`src/rtl/dump_ctrl.sv`:
```
// dump_ctrl
//   Streams one channel's capture RAM out through a byte UART. A dump starts
//   at the oldest sample (trig_pos) and walks the circular buffer, sending
//   exactly DEPTH bytes.
//
//   Byte loop: READ (issue RAM read) -> LATCH (capture read data, strobe
//   trmt) -> WAIT_TX (hold tx_data until tx_done).
//   After the last byte, DONE pulses dump_finished for one cycle and the
//   FSM returns to IDLE.
//
// Ports
//   clk           : system clock, rising edge
//   rst_n         : synchronous active-low reset
//   dump_start    : single-cycle dump request (ignored while busy)
//   dump_chan     : channel to dump, 01/10/11 = CH1/CH2/CH3, 00 = invalid
//   trig_pos      : address of the oldest sample; out-of-range maps to 0
//   read_data     : muxed RAM data, valid one clk after dump_en/addr
//   tx_done       : UART byte-complete pulse (honoured only in WAIT_TX)
//   dump_en       : RAM read enable, high only in READ
//   ch_sel        : RAM read mux select, held after a dump completes
//   addr          : RAM read address, always in 0..DEPTH-1
//   tx_data       : byte presented to the UART
//   trmt          : UART transmit strobe, high only in LATCH
//   busy          : high whenever the FSM is not IDLE
//   dump_finished : single-cycle pulse after the last byte is sent
module dump_ctrl #(
  parameter int unsigned DEPTH = 384,
  parameter int unsigned AW    = 9
) (
  input  logic          clk,
  input  logic          rst_n,
  input  logic          dump_start,
  input  logic [1:0]    dump_chan,
  input  logic [AW-1:0] trig_pos,
  input  logic [7:0]    read_data,
  input  logic          tx_done,
  output logic          dump_en,
  output logic [1:0]    ch_sel,
  output logic [AW-1:0] addr,
  output logic [7:0]    tx_data,
  output logic          trmt,
  output logic          busy,
  output logic          dump_finished
);

  // Byte counter must hold DEPTH itself without wrapping.
  localparam int unsigned CW = $clog2(DEPTH + 1);

  localparam logic [CW-1:0] CNT_LAST  = CW'(DEPTH - 1);
  localparam logic [AW-1:0] ADDR_LAST = AW'(DEPTH - 1);
  // One extra bit so the range test still works when DEPTH == 2**AW.
  localparam logic [AW:0]   DEPTH_X   = (AW + 1)'(DEPTH);

  typedef enum logic [2:0] {
    IDLE,
    READ,
    LATCH,
    WAIT_TX,
    DONE
  } state_e;

  state_e        state_q, state_d;
  logic [1:0]    ch_sel_q, ch_sel_d;
  logic [AW-1:0] addr_q, addr_d;
  logic [CW-1:0] cnt_q, cnt_d;
  logic [7:0]    tx_data_q, tx_data_d;

  logic [AW-1:0] start_addr;
  logic [AW-1:0] addr_next;

  // Out-of-range trigger positions restart the walk at the bottom.
  always_comb begin
    start_addr = '0;
    if ({1'b0, trig_pos} < DEPTH_X) begin
      start_addr = trig_pos;
    end
  end

  // Circular increment over 0..DEPTH-1.
  always_comb begin
    addr_next = addr_q + 1'b1;
    if (addr_q == ADDR_LAST) begin
      addr_next = '0;
    end
  end

  always_ff @(posedge clk) begin
    if (!rst_n) begin
      state_q   <= IDLE;
      ch_sel_q  <= '0;
      addr_q    <= '0;
      cnt_q     <= '0;
      tx_data_q <= '0;
    end else begin
      state_q   <= state_d;
      ch_sel_q  <= ch_sel_d;
      addr_q    <= addr_d;
      cnt_q     <= cnt_d;
      tx_data_q <= tx_data_d;
    end
  end

  always_comb begin
    state_d   = state_q;
    ch_sel_d  = ch_sel_q;
    addr_d    = addr_q;
    cnt_d     = cnt_q;
    tx_data_d = tx_data_q;

    unique case (state_q)
      IDLE: begin
        if (dump_start && (dump_chan != 2'b00)) begin
          ch_sel_d = dump_chan;
          addr_d   = start_addr;
          cnt_d    = '0;
          state_d  = READ;
        end
      end

      READ: begin
        state_d = LATCH;
      end

      LATCH: begin
        tx_data_d = read_data;
        state_d   = WAIT_TX;
      end

      WAIT_TX: begin
        if (tx_done) begin
          cnt_d = cnt_q + 1'b1;
          if (cnt_q == CNT_LAST) begin
            state_d = DONE;
          end else begin
            addr_d  = addr_next;
            state_d = READ;
          end
        end
      end

      DONE: begin
        state_d = IDLE;
      end

      default: begin
        state_d = IDLE;
      end
    endcase
  end

  // Moore outputs: pure decodes of the registered state.
  assign dump_en       = (state_q == READ);
  assign trmt          = (state_q == LATCH);
  assign busy          = (state_q != IDLE);
  assign dump_finished = (state_q == DONE);

  assign ch_sel  = ch_sel_q;
  assign addr    = addr_q;
  assign tx_data = tx_data_q;

endmodule

```
`config.mk`:
```
export PLATFORM = sky130hd
export DESIGN_NAME = dump_ctrl
export DESIGN_NICKNAME = d
export VERILOG_FILES = /design/src/rtl/dump_ctrl.sv
export SDC_FILE = /design/constraint.sdc
export NUM_CORES = 1
export LEC_CHECK = 0
export ABC_AREA = 1
export BUFFER_PORTS_ARGS = -buffer_cell sky130_fd_sc_hd__buf_4
export CAP_MARGIN = 20
export CORE_ASPECT_RATIO = 1.2
export CORE_UTILIZATION = 56
export CTS_CLUSTER_DIAMETER = 150
export DETAILED_ROUTE_END_ITERATION = 8
export PLACE_DENSITY = 0.86
export SYNTH_ARGS = -nofsm -noshare
export SYNTH_HDL_FRONTEND = slang
export SYNTH_SLANG_ARGS = --single-unit
```
`constraint.sdc`:
```
create_clock -name clk -period 2.2 [get_ports clk]
set_input_delay 0.44 -clock clk [delete_from_list [all_inputs] [get_ports clk]]
set_output_delay 0.44 -clock clk [all_outputs]
set_load 0.01 [all_outputs]
```
Word level (Yosys, flattened, before mapping)
Cells that the tools add are included.
{"block": "totals", "register_bits": 31, "inputBits": 23}
{"block": "classes", "add_sub_neg": 2, "magnitude_cmp": 1, "eq_ne": 9, "muxes": 13, "n_reduce_logical": 9}
{"cell": "9-bit 2-to-1 mux", "n": 7}
{"cell": "9-bit case mux with 2 select lines", "n": 2}
{"cell": "9-bit by 1-bit adder with 9-bit output (second input constant)", "n": 2}
{"cell": "9-bit == test (second input constant)", "n": 2}
{"cell": "3-bit case mux with 4 select lines", "n": 1}
{"cell": "9-bit less-than comparator (second input constant)", "n": 1}
{"cell": "3-bit 2-to-1 mux", "n": 3}
{"cell": "3-bit by 2-bit == test with 1-bit output (second input constant)", "n": 2}
{"cell": "2-bit != test (second input constant)", "n": 3}
{"cell": "2-bit AND reduction", "n": 2}
{"cell": "4-bit AND reduction", "n": 1}
{"cell": "2-bit nonzero test", "n": 2}
{"cell": "3-bit by 1-bit == test with 1-bit output (second input constant)", "n": 1}
{"cell": "3-bit == test (second input constant)", "n": 1}
{"cell": "3-bit logical NOT", "n": 1}
{"cell": "3-bit AND reduction", "n": 1}
{"cell": "3-bit nonzero test", "n": 1}
{"cell": "1-bit logical AND", "n": 1}

Longest topological paths before layout
{"block": "logic_depth", "depth_word": 5, "mapped_depth": 10, "depth_no_buf": 9}

Least setup slack after synthesis
Ideal clock, no wire load.
{"block": "synth_timing", "kind": "register to register", "from": "register cnt_q[1]", "to": "register addr_q[4], in the netlist addr[4]", "setup_ns": 0.113, "arrival_time_ns": 1.285, "setup_slack_ns": 0.802, "stages_incl_launch_ff": 10, "path_buffers": 1, "synth_period_minus_slack_ns": 1.398, "path_cell_list": "dfxtp_1 > ha_1 > nand3_1 > nor2_1 > nand3_2 > nand3_2 > buf_6 > nand2_1 > nand2_1 > nor2_1"}
{"block": "synth_between", "elab_chain_len": 3}
{"element": "start, declared", "line": "65", "source": "logic [CW-1:0] cnt_q, cnt_d;"}
{"element": "start signal, assigned", "line": "98", "source": "cnt_q <= cnt_d;"}
{"element": "9-bit == test", "line": "132", "source": "if (cnt_q == CNT_LAST) begin"}
{"element": "2-bit != test (no line)"}
{"element": "4-bit AND reduction (no line)"}
{"element": "end signal, assigned", "line": "97", "source": "addr_q <= addr_d;"}
{"element": "end, declared", "line": "64", "source": "logic [AW-1:0] addr_q, addr_d;"}
Every way passes these cells.
A chain may end at the register's enable or synchronous reset.

Worst setup path in the final report
{"block": "layout_timing", "from": "register state_q[1]", "to": "output port trmt"}
{"block": "layout_between", "elab_chain_len": 1}
{"element": "start, declared", "line": "62", "source": "state_e state_q, state_d;"}
{"element": "start signal, assigned", "line": "95", "source": "state_q <= state_d;"}
{"element": "3-bit by 2-bit == test with 1-bit output", "line": "153", "source": "assign trmt = (state_q == LATCH);"}
{"element": "end, declared", "line": "41", "source": "output logic trmt,"}
Every way passes these cells.

==> results.yml <==
outcome:
  outcome: "finished clean"
power:
  power.leakage_nw: 1.05
  p_total_mw: 2.21
  p_per_area_nw_per_um2: 1000
  peakVddDrop_v: 0.000733
sta:
  tightest_slew_ns: 0.334
  hold_viol: 0
  slew_headroom_pct: 77.6
  rsz0062_at_grt: "no"
  setup_violations: 0
  min_period_ns: 1.77
  timing.final.crit_share_pct: 80.3
  fin_setup_tns_ns: 0
  drv_slew: 0
  fmax_mhz: 566
  skew_ns: 0.0154
clock_network:
  post_cts_buffers: 0
  ctsResizeCount: 0
  cts.htree.levels: 2
  ctsHoldBuffers: 0
  cts.sinks: 31
  cts_max_path_buffers: 2
  numCtsBuffers: 5
  clk_pin_slew_worst_paths_ns: 0.10
  insertion_delay_ns: 0.35
  cts_tree: "yes"
  root_buffer: "clkbuf_4"
setup_path:
  r2r-end: "addr[5]$_SDFFE_PN0P_"
  cp.arrival_ns: 1.33
  cp-start-kind: "register"
  endpoint_kind: "output port"
  r2r_cells: 8
  critPathMaxFanout: 11
  critical_path_class: "reg2out"
  r2r-start: "cnt_q[1]$_SDFFE_PN0P_"
  required_ns: 1.76
  timing.reg2reg.setup_slack_ns: 0.57
synthesis:
  ys_warn_count: 0
  avgSynthCellArea_um2: 6.43
  ys_seq_area_share_pct: 34.7
  syn_nets: 303
  ys_types: 29
  synthesis.area_um2: 1790
  synth_seq_cells: 31
  synth_cells: 278
floorplan:
  dieArea_um2: 3420
  coreArea_um2: 3060
  dieHeight_um: 63.9
  start_util_pct: 58.5
  row_count: 22
  io_pins: 46
  die-width_um: 53.6
worst_hold_path:
  hold_end: "tx_data[6]$_SDFFE_PN0P_"
  hold_depth: 3
  hold_class: "in2reg"
  hp-start: "read_data[6]"
routing:
  drtPass1Iterations: 4
  wl_um: 4020
  via_per_inst: 5.14
  postRouteAntennaNets: 0
  vias: 1861
  drc: 0
  avgRoutedWirePerCell_um: 11.1
  drtIter0Drc: 59
grt:
  grt.overflow.total: 0
  groute.layer.met2.usage_pct: 45.6
  met1_usage_pct: 28.2
  grt_pass1_wl_um: 6470
  gr-max-usage-layer: "met2"
  grt_max_degree: 23
  grt_pass1_vias: 1531
  met3_usage_pct: 7.86
  grtUsageTotal_pct: 25.9
  antenna_found_initial: 0
finish:
  final_common_cell: "nand2_1"
  layout_common_cells: "nand2_1, nor2_1, buf_4"
  antenna_cells: 0
  fin_nets: 350
  finalNonFillerCells: 362
  drive_above_1_share_pct: 20.2
  area_growth_pct: 23.6
placement:
  place_hpwl_um: 2900
  gp_congestion: 0.869
  port_buffers: 45
  placedCellCount: 354
job:
  maxCapViolations: 0
metrics by stage:
| step | hold slack (ns) | cell area, um2 | setup slack (ns) | utilization [%] |
|---|---|---|---|---|
| global placement | 0.476 | 2140 | 0.644 | 70.0 |
| global route | 0.314 | 2210 | 0.336 | 72.3 |
| CTS | 0.318 | 2210 | 0.431 | 72.3 |
| floorplan | 0.460 | 1790 | 0.802 | - |
| finish | 0.319 | 2210 | 0.433 | 72.3 |
| detailed placement | 0.486 | 2140 | 0.602 | 70.0 |
routing by layer:
metal	vias to the layer above	part of all wire, %
li1	978	-
met1	836	42
met2	40	52
met3	7	4.0
met4	0	1.8
met5	-	0
cells by family (layout without fill, tap and decap cells):
| logic type | Yosys count | in the layout | share of synthesized area [%] |
|---|---|---|---|
| buf+inv | 38 | 86 | 9.10 |
| simple gates | 169 | 169 | 42.7 |
| fa+ha+maj | 2 | 2 | 1.40 |
| flops | 31 | 31 | 34.7 |
| xor+xnor | 4 | 4 | 1.96 |
| compound gates | 34 | 34 | 10.1 |
how the worst max path moves through the flow:
stage | cells after the start | slack, ns | end | startpoint
final | 4 | 0.43 | trmt | state_q[1]$_SDFFE_PN0P_
after global routing | 4 | 0.34 | trmt | state_q[1]$_SDFFE_PN0P_
after CTS | 4 | 0.43 | trmt | state_q[1]$_SDFFE_PN0P_
after detailed placement | 7 | 0.60 | addr[5]$_SDFFE_PN0P_ | state_q[1]$_SDFFE_PN0P_
after global placement | 7 | 0.64 | addr[5]$_SDFFE_PN0P_ | state_q[0]$_SDFFE_PN0P_
after floorplan | 9 | 0.80 | addr[4]$_SDFFE_PN0P_ | cnt_q[1]$_SDFFE_PN0P_
area by class of cell:
cell class / instances / area (um2)
clock buffer: 8 / 68.8
fill: 277 / 847
inverter: 32 / 125
multi-input combinational: 209 / 1000
sequential: 31 / 621
tap: 36 / 45.0
timing repair buffer: 46 / 345
cell usage after synthesis, drive strengths merged:
master,n,share of area [%]
inv,29,6.1
clkbuf,2,0.42
o21ai,23,6.4
xnor2,3,1.5
o21bai,1,0.42
xor2,1,0.49
ha,2,1.4
dfxtp,31,35
buf,4,1.7
nor2,65,15
nor3,5,1.4
nand3,25,9.0
a21oi,7,2.0
o21a,2,0.84
o211ai,1,0.42
clkinv,3,0.91
nand2,70,16
nand4,4,1.4
report_power, final:
part,switching [mW],internal [mW]
clock,0.209,0.188
sequential,0.124,0.693
combinational,0.587,0.411
sequential cells by signal, indices dropped and copies added, names as in the netlist:
name,flops
addr,9
state_q,3
ch_sel,2
cnt_q,9
tx_data,8
critical path: stages, from the launching register on:
cell and delay, ns:
dfxtp_1 0.46, nand2_1 0.08, nor2_1 0.13, buf_4 0.19
buf_4 0.13
Power figures use the tool's default switching activity.
